### src/rtl/muldiv_sequencer.sv
// Iterative multiply/divide unit with private HI/LO registers, sitting beside ID.
// Launches Mult/Multu/Div/Divu, stalls dependent instructions, serves Mfhi/Mflo.
module muldiv_sequencer #(
    parameter int WIDTH  = 32,
    parameter int UNROLL = 1
) (
    input  logic             Clock,
    input  logic             Reset_n,
    input  logic             Valid,
    input  logic [5:0]       Opcode,
    input  logic [5:0]       Funct,
    input  logic [WIDTH-1:0] Rs_Data,
    input  logic [WIDTH-1:0] Rt_Data,
    output logic             Stall,
    output logic             Busy,
    output logic [WIDTH-1:0] Mf_Data,
    output logic             DivByZero,
    output logic [1:0]       Dbg_State
);

    localparam int N  = WIDTH / UNROLL;
    localparam int CW = (N > 1) ? $clog2(N) : 1;

    localparam logic [5:0] OP_R        = 6'h00;
    localparam logic [5:0] FUNCT_MFHI  = 6'h10;
    localparam logic [5:0] FUNCT_MFLO  = 6'h12;
    localparam logic [5:0] FUNCT_MULT  = 6'h18;
    localparam logic [5:0] FUNCT_MULTU = 6'h19;
    localparam logic [5:0] FUNCT_DIV   = 6'h1A;
    localparam logic [5:0] FUNCT_DIVU  = 6'h1B;

    typedef enum logic [1:0] {S_IDLE = 2'd0, S_RUN = 2'd1, S_FIX = 2'd2} state_t;

    state_t           state_q, state_d;
    logic [CW-1:0]    count_q, count_d;
    logic [WIDTH-1:0] hi_q, hi_d, lo_q, lo_d;
    logic [WIDTH-1:0] acc_q, acc_d, wk_q, wk_d, b_q, b_d, rs_q, rs_d;
    logic             div_q, div_d, sa_q, sa_d, sb_q, sb_d, dz_q, dz_d;
    logic             dbz_q, dbz_d;

    logic             is_op_r, is_md, is_mf, start, signed_op;
    logic [WIDTH:0]   t;
    logic [WIDTH-1:0] step_h, step_l, quo, rem;
    logic [2*WIDTH-1:0] prod;

    assign is_op_r = Valid && (Opcode == OP_R);
    assign is_md   = is_op_r && (Funct == FUNCT_MULT || Funct == FUNCT_MULTU ||
                                 Funct == FUNCT_DIV  || Funct == FUNCT_DIVU);
    assign is_mf   = is_op_r && (Funct == FUNCT_MFHI || Funct == FUNCT_MFLO);

    // Stall holds IF/ID while busy; an is_md seen with Stall low is taken that edge.
    assign Busy      = (state_q != S_IDLE);
    assign Stall     = Busy && (is_md || is_mf);
    assign start     = is_md && !Busy;
    assign signed_op = (Funct == FUNCT_MULT) || (Funct == FUNCT_DIV);
    assign DivByZero = dbz_q;
    assign Dbg_State = state_q;

    always_comb begin
        Mf_Data = '0;
        if (is_op_r && Funct == FUNCT_MFHI) Mf_Data = hi_q;
        else if (is_op_r && Funct == FUNCT_MFLO) Mf_Data = lo_q;
    end

    // UNROLL iterations of shift-add multiply or restoring divide on {acc, wk}.
    always_comb begin
        t      = '0;
        step_h = acc_q;
        step_l = wk_q;
        for (int i = 0; i < UNROLL; i++) begin
            if (!div_q) begin
                t      = step_l[0] ? ({1'b0, step_h} + {1'b0, b_q}) : {1'b0, step_h};
                step_h = t[WIDTH:1];
                step_l = {t[0], step_l[WIDTH-1:1]};
            end else begin
                t      = {step_h, step_l[WIDTH-1]};
                step_l = {step_l[WIDTH-2:0], 1'b0};
                if (t >= {1'b0, b_q}) begin
                    t         = t - {1'b0, b_q};
                    step_l[0] = 1'b1;
                end
                step_h = t[WIDTH-1:0];
            end
        end
    end

    always_comb begin
        prod = {acc_q, wk_q};
        if (sa_q ^ sb_q) prod = -{acc_q, wk_q};
        quo = (sa_q ^ sb_q) ? -wk_q : wk_q;
        rem = sa_q ? -acc_q : acc_q;
    end

    always_comb begin
        state_d = state_q;
        count_d = count_q;
        hi_d    = hi_q;
        lo_d    = lo_q;
        acc_d   = acc_q;
        wk_d    = wk_q;
        b_d     = b_q;
        rs_d    = rs_q;
        div_d   = div_q;
        sa_d    = sa_q;
        sb_d    = sb_q;
        dz_d    = dz_q;
        dbz_d   = 1'b0;
        case (state_q)
            S_IDLE: begin
                if (start) begin
                    state_d = S_RUN;
                    count_d = '0;
                    div_d   = (Funct == FUNCT_DIV) || (Funct == FUNCT_DIVU);
                    sa_d    = signed_op && Rs_Data[WIDTH-1];
                    sb_d    = signed_op && Rt_Data[WIDTH-1];
                    wk_d    = (signed_op && Rs_Data[WIDTH-1]) ? -Rs_Data : Rs_Data;
                    b_d     = (signed_op && Rt_Data[WIDTH-1]) ? -Rt_Data : Rt_Data;
                    acc_d   = '0;
                    rs_d    = Rs_Data;
                    dz_d    = ((Funct == FUNCT_DIV) || (Funct == FUNCT_DIVU)) && (Rt_Data == '0);
                end
            end
            S_RUN: begin
                acc_d = step_h;
                wk_d  = step_l;
                if (count_q == CW'(N - 1)) state_d = S_FIX;
                else count_d = count_q + CW'(1);
            end
            S_FIX: begin
                state_d = S_IDLE;
                count_d = '0;
                if (!div_q) begin
                    hi_d = prod[2*WIDTH-1:WIDTH];
                    lo_d = prod[WIDTH-1:0];
                end else if (dz_q) begin
                    hi_d  = rs_q;
                    lo_d  = '1;
                    dbz_d = 1'b1;
                end else begin
                    hi_d = rem;
                    lo_d = quo;
                end
            end
            default: state_d = S_IDLE;
        endcase
    end

    always_ff @(posedge Clock or negedge Reset_n) begin
        if (!Reset_n) begin
            state_q <= S_IDLE;
            count_q <= '0;
            hi_q    <= '0;
            lo_q    <= '0;
            acc_q   <= '0;
            wk_q    <= '0;
            b_q     <= '0;
            rs_q    <= '0;
            div_q   <= 1'b0;
            sa_q    <= 1'b0;
            sb_q    <= 1'b0;
            dz_q    <= 1'b0;
            dbz_q   <= 1'b0;
        end else begin
            state_q <= state_d;
            count_q <= count_d;
            hi_q    <= hi_d;
            lo_q    <= lo_d;
            acc_q   <= acc_d;
            wk_q    <= wk_d;
            b_q     <= b_d;
            rs_q    <= rs_d;
            div_q   <= div_d;
            sa_q    <= sa_d;
            sb_q    <= sb_d;
            dz_q    <= dz_d;
            dbz_q   <= dbz_d;
        end
    end

endmodule

### config.mk
export PLATFORM = sky130hd
export DESIGN_NAME = muldiv_sequencer
export DESIGN_NICKNAME = d
export VERILOG_FILES = /design/src/rtl/muldiv_sequencer.sv
export SDC_FILE = /design/constraint.sdc
export NUM_CORES = 1
export LEC_CHECK = 0
export CORE_ASPECT_RATIO = 1.25
export CORE_MARGIN = 2
export CORE_UTILIZATION = 60
export DETAILED_ROUTE_END_ITERATION = 10
export MAX_ROUTING_LAYER = met4
export PLACE_DENSITY_LB_ADDON = 0.2
export SKIP_CTS_REPAIR_TIMING = 1
export SYNTH_ARGS = -nofsm -noshare
export SYNTH_HDL_FRONTEND = slang
export SYNTH_SLANG_ARGS = --single-unit
### constraint.sdc
create_clock -name Clock -period 3.6 [get_ports Clock]
set_input_delay 1.08 -clock Clock [delete_from_list [all_inputs] [get_ports Clock]]
set_output_delay 1.08 -clock Clock [all_outputs]
set_load 0.01 [all_outputs]
Word level (Yosys, flattened, before mapping)
Cells that the tools add are included.

storage, ports and cells
  register bits after elaboration = 204
  logic and storage cells = 92

operators by class
  bitwise logic cells = 1
  add/subtract/negate cells = 8
  reduce and logical (&&, ||, !) cells = 28
  equality and inequality tests = 12
  order comparisons = 1
  mux-type cells = 29

operators with widths
  operator             number
  $mux 32              15
  $neg 32->32          4
  $pmux 32 s2          2
  $mux 64              1
  $neg 64->64          1
  $eq 6x5->1 const B   6
  $add 32x32->33       1
  $ge 33x32->1         1
  $mux 33              1
  $logic_not 32->1     1
  $sub 32x32->32       1
  $pmux 5 s3           1
  $logic_and 1x1->1    10
  $mux 5               2
  $logic_or 1x1->1     7
  $logic_not 6->1      1
  $ne 2x2->1 const B   3
  $reduce_and 2->1     3
  $add 5x1->5 const B  1
  $eq 5x5->1 const B   1
  $mux 1               4
  $mux 2               2
  $pmux 2 s2           1
  $reduce_bool 2->1    2
  other kinds (7)      7

Longest topological paths before layout
  depth in word-level cells = 8
  depth in mapped cells = 13
  mapped depth without buffers = 13

Least setup slack after synthesis
OpenSTA, ideal clock, no wires.

  kind = input-to-reg
  start point = input port Rs_Data[10]
  end point = register wk_q[25]
  arrival time = 3.568 ns
  data required time = 3.474 ns
  path slack = -0.094 ns
  cell stages on the path = 8
  buffers on the path = 0
  path through = or4_1 nor4_1 or4b_1 nor2b_1 nand2_1 o41ai_1 nor4_1 a311o_1

on the way
  cells in the longest elaborated chain, start to end = 4

ends and longest elaborated chain
  what                    RTL line  RTL
  start: declaration      12        input logic [WIDTH-1:0] Rs_Data,
  $neg 32->32             116       wk_d = (signed_op && Rs_Data[WIDTH-1]) ? -Rs_Data : Rs_Data;
  $mux 32                 116
  $mux 32                 110       if (start) begin
  $pmux 32 s2             108       case (state_q)
  end signal: assignment  169       wk_q <= wk_d;
  end: declaration        37        logic [WIDTH-1:0] acc_q, acc_d, wk_q, wk_d, b_q, b_d, rs_q, rs_d;

Every way passes these cells. The select of a mux whose other input is x is not followed.
A chain may end at the register's enable or synchronous reset.

Worst setup path after layout
  start point = input port Opcode[3]
  end point = output port Mf_Data[11]

on the way
  cells in the longest elaborated chain, start to end = 5

ends and longest elaborated chain
  what                   RTL line  RTL
  start: declaration     10        input logic [5:0] Opcode,
  $logic_not 6->1 (*)    46        assign is_op_r = Valid && (Opcode == OP_R);
  $logic_and 1x1->1 (*)  46
  $logic_and 1x1->1      62        else if (is_op_r && Funct == FUNCT_MFLO) Mf_Data = lo_q;
  $mux 32                62
  $mux 32 (*)            61        if (is_op_r && Funct == FUNCT_MFHI) Mf_Data = hi_q;
  end: declaration       16        output logic [WIDTH-1:0] Mf_Data,

Mark *: on every way between the ends. The rest lies on a longest branch, timed or not.

==> run summary <==
The number of enable-type register cells in the synthesized netlist came out at 0. The count of buffers added on input and output ports is 115. STA puts the critical path data arrival time at 2.51 ns.

Registers are responsible for 26.2% of the overall power. Cell internal power was estimated by the tool at 6.36 mW. The initial detailed-routing violation count came out at 1481. STA classifies the critical path endpoint as a primary output.

After the last flow step, the layout net total stands at 2495. The sum of overflow across all layers after global routing is 0. The wire-length estimate of the detail-placed layout is 44700 µm. When the netlist entered floorplanning its net count stood at between 2000 and 2500. Of the post-synthesis cell area, the part taken by muxes is under 10%.

The largest voltage drop on the vdd net is 0.379 mV. The setup TNS is 0 ns. The count of synthesis-stage warnings from yosys came out at 0.

The final count of hold timing violations is 0. For this run, the register share of the synthesized area comes to a little under a third. The required time of the critical path came out at 2.52 ns. The worst hold path belongs to the class reg -> reg.

The H-tree level count is 1. The leakage dissipation came out at approximately 8.7 nW. The fraction of final layout cells sized beyond drive strength 1 is between 10% and 20%.

The classification of the worst setup path is in -> out. The first-pass GRT wire length is 90300 µm. The clock buffer count from CTS is 23.

The hold slack is 0.477 ns. The final weighted congestion in routability-driven placement is 1.05. The initial utilization of the core area, before any placement, comes to 60.8%. The synthesized design contains between 200 and 250 register bits. The final wirelength came out at 60000 µm.

The number of pins exceeding their max-slew limit in the final report came out at 0. The minimum period implied by the final worst setup slack came out at 3.59 ns. Headroom to the max-slew limit came out at 44.2%. The number of routed nets with antenna violations came out at 0. The number of setup violations in the final report came out at 0. The maximum count of clock buffers along a single path is 3. The highest attainable clock frequency came out at around 280 MHz. The net switching power came out at 4.74 mW. Clock skew on the completed layout was measured at approximately 0.033 ns. The post-synthesis share of cell area spent on full adders, half adders and majority gates is 5.47%. The switching power share of the total came out at ~43%.

Max-cap violations in this run came to 0. Dividing total power by cell area gives a power density of around 540 mW/mm². The relative contribution of the clock network to total power came out at between 20% and 30%.

After synthesis, the largest family of logic cells by area is compound AO/OA/AOI/OAI gates. Across all layers, the routed design uses 17200 vias. The commonest register cell after synthesis is sky130_fd_sc_hd__dfrtp_1.

The xor/xnor cell area share of the yosys netlist is 10.5%. The initial antenna violation count came to 0. The die is between 150 and 200 µm wide. The top-level I/O count is 116. The total chip power came out at 11.1 mW.

The via-per-instance ratio is 6.34. The async set-reset flop share out of synthesis is 100%. The sort of element at the start of the critical path is a primary input. The number of different library cells used by synthesis comes to 79. The flow ran to the end, and the final reports show no timing, DRC or antenna violations. The row count is 68. The cell area after layout is 0.0206 mm². The pin count of the biggest net entering global routing came out at 72. The clock latency on the worst-skew pair is 0.55 ns.

The root buffer cell is sky130_fd_sc_hd__clkbuf_16. The fraction of power consumed by combinational cells is slightly above 50%. The die is between 150 and 200 µm tall. The via count of the first global-routing pass is 17000. At the pin with the least slew margin, the transition time is 0.837 ns. The standard cell core area is 0.0276 mm².

Setup repair after global routing could not meet its margin everywhere. The TritonCTS clock tree is yes. The netlist area before placement is 0.0168 mm². The average size of a mapped cell came out at 7.73 µm². The total iterations of the first detailed-routing run came out at 5.

The detailed-route wire length per cell came out at 22.1 µm. The growth of design area from synthesis to finish is 22.8%. The utilization after layout is 74.6%.

CTS saw 204 sinks. After detailed routing, the number of remaining DRC violations is 0. After clock tree synthesis, the clock-pin slew on the worst setup and hold paths is 0.06 ns. Synthesis handed over a netlist of 2168 instances. The synthesized-area fraction occupied by ao, oa, aoi and oai cells came out at 22.3%.

Of the total synthesized cell area, the portion taken by AND, OR, NAND and NOR gates is 20.2%. The largest fanout on the critical path is 8. The aggregate global-route resource usage is 40.3%. 0 antenna diodes ended up in the layout.

The area of the die is 0.0293 mm². The worst path uses 99.8% of the clock period. The standard cell area after detailed placement came out at around 0.019 mm².
==> worst max-delay path, stage by stage <==
cell and delay (ns):
sky130_fd_sc_hd__clkdlybuf4s50_1 0.41, sky130_fd_sc_hd__nor3_2 0.21, sky130_fd_sc_hd__and3_4 0.25, sky130_fd_sc_hd__nand2_8 0.10, sky130_fd_sc_hd__buf_8 0.17, sky130_fd_sc_hd__nor2_1 0.11
sky130_fd_sc_hd__dlymetal6s2s_1 0.17
==> cells in the final DEF (no fill, tap or decap), drive strengths merged, types with 27 or more instances in the layout <==
cell             n
o21ai          185
nor2           220
nor3            39
inv             69
dfrtp          204
clkdlybuf4s50   73
clkbuf          30
nand2          320
a21oi          192
mux2i           90
xnor2          117
xor2            84
ha              70
buf            223
a31oi           32
nor4            27
==> flip-flops by register name (all words and copies together), names as in the netlist <==
signal / flops
sa_q: 1
DivByZero: 1
wk_q: 32
sb_q: 1
b_q: 32
dz_q: 1
lo_q: 32
acc_q: 32
rs_q: 32
hi_q: 32
count_q: 5
div_q: 1
Dbg_State: 2
==> area by class of cell <==
class,instances,area (µm²)
repair buffers,311,2810
well taps,350,438
flip-flops and latches,204,5110
clock inverters,17,208
clock buffers,25,603
inverters,64,240
multi-input cells,1740,11200
fillers,2094,7000
==> synth_stat cells (9+ instances only) <==
library cell,n,area (µm²)
sky130_fd_sc_hd__o21a_1,9,67.6
sky130_fd_sc_hd__nand3_1,24,120
sky130_fd_sc_hd__nor3_1,38,190
sky130_fd_sc_hd__and2_1,10,62.6
sky130_fd_sc_hd__ha_1,70,876
sky130_fd_sc_hd__a211oi_1,26,195
sky130_fd_sc_hd__o41ai_1,13,114
sky130_fd_sc_hd__xnor2_1,117,1020
sky130_fd_sc_hd__or3_1,15,93.8
sky130_fd_sc_hd__clkbuf_1,140,526
sky130_fd_sc_hd__o31ai_1,23,173
sky130_fd_sc_hd__nor2b_1,19,119
sky130_fd_sc_hd__o21ai_0,185,926
sky130_fd_sc_hd__nand2b_1,13,81.3
sky130_fd_sc_hd__xor2_1,84,736
sky130_fd_sc_hd__a31oi_1,32,200
sky130_fd_sc_hd__o211ai_1,22,165
sky130_fd_sc_hd__a21oi_1,191,956
sky130_fd_sc_hd__o221ai_1,13,114
sky130_fd_sc_hd__dfrtp_1,204,5100
sky130_fd_sc_hd__mux2i_1,90,901
sky130_fd_sc_hd__inv_1,64,240
sky130_fd_sc_hd__or4_1,10,75.1
sky130_fd_sc_hd__buf_1,13,48.8
sky130_fd_sc_hd__nor2_1,220,826
sky130_fd_sc_hd__a21o_1,26,195
sky130_fd_sc_hd__nor4_1,27,169
sky130_fd_sc_hd__nand2_1,320,1200
sky130_fd_sc_hd__nand4_1,21,131
==> cell families (layout without fill, tap and decap cells) <==
| logic type | after synthesis | after routing |
|---|---|---|
| compound gates | 614 | 615 |
| xor+xnor | 201 | 201 |
| fa+ha+maj | 72 | 72 |
| mux | 97 | 97 |
| simple gates | 755 | 755 |
| buf+inv | 225 | 417 |
| flops | 204 | 204 |
==> metal layers <==
metal	wire, µm	global-route usage, %	vias to the layer above
met3	3760	4.77	274
met5	0	-	-
met2	29100	68.2	790
met1	21700	44.0	8124
met4	5500	28.9	0
li1	-	-	8009
==> power by group through the flow <==
stage	clock network (mW)	registers [mW]	logic, mW
global placement	0	2.93	5.29
finish	2.55	2.91	5.64
global route	2.63	2.94	6.04
detailed placement	0	2.94	5.37
CTS	2.55	2.90	5.41
floorplan	0	2.84	3.49
==> metrics by stage <==
step,setup slack (ns),cells
2_1_floorplan,0.00629,2168
3_3_place_gp,-0.498,2661
3_5_place_dp,-0.642,2661
4_1_cts,-0.642,2703
5_1_grt,-0.0562,2711
6_report,0.00816,2711
==> path summary, 6_finish.rpt <==
path | startpoint | to | slack (ns) | cells after the start
worst min-delay path | rs_q[30] | rs_q[30] | 0.48 | 2
max in group asynchronous | Reset_n | wk_q[23] | 2.31 | 2
min in group asynchronous | Reset_n | lo_q[3] | 0.56 | 1
worst max register to register | b_q[0] | acc_q[25] | 0.05 | 12
worst max-delay path | Opcode[3] | Mf_Data[11] | 0.008 | 7
worst min register to register | rs_q[30] | rs_q[30] | 0.48 | 2
Note: power is estimated with default switching activity, not from simulation.
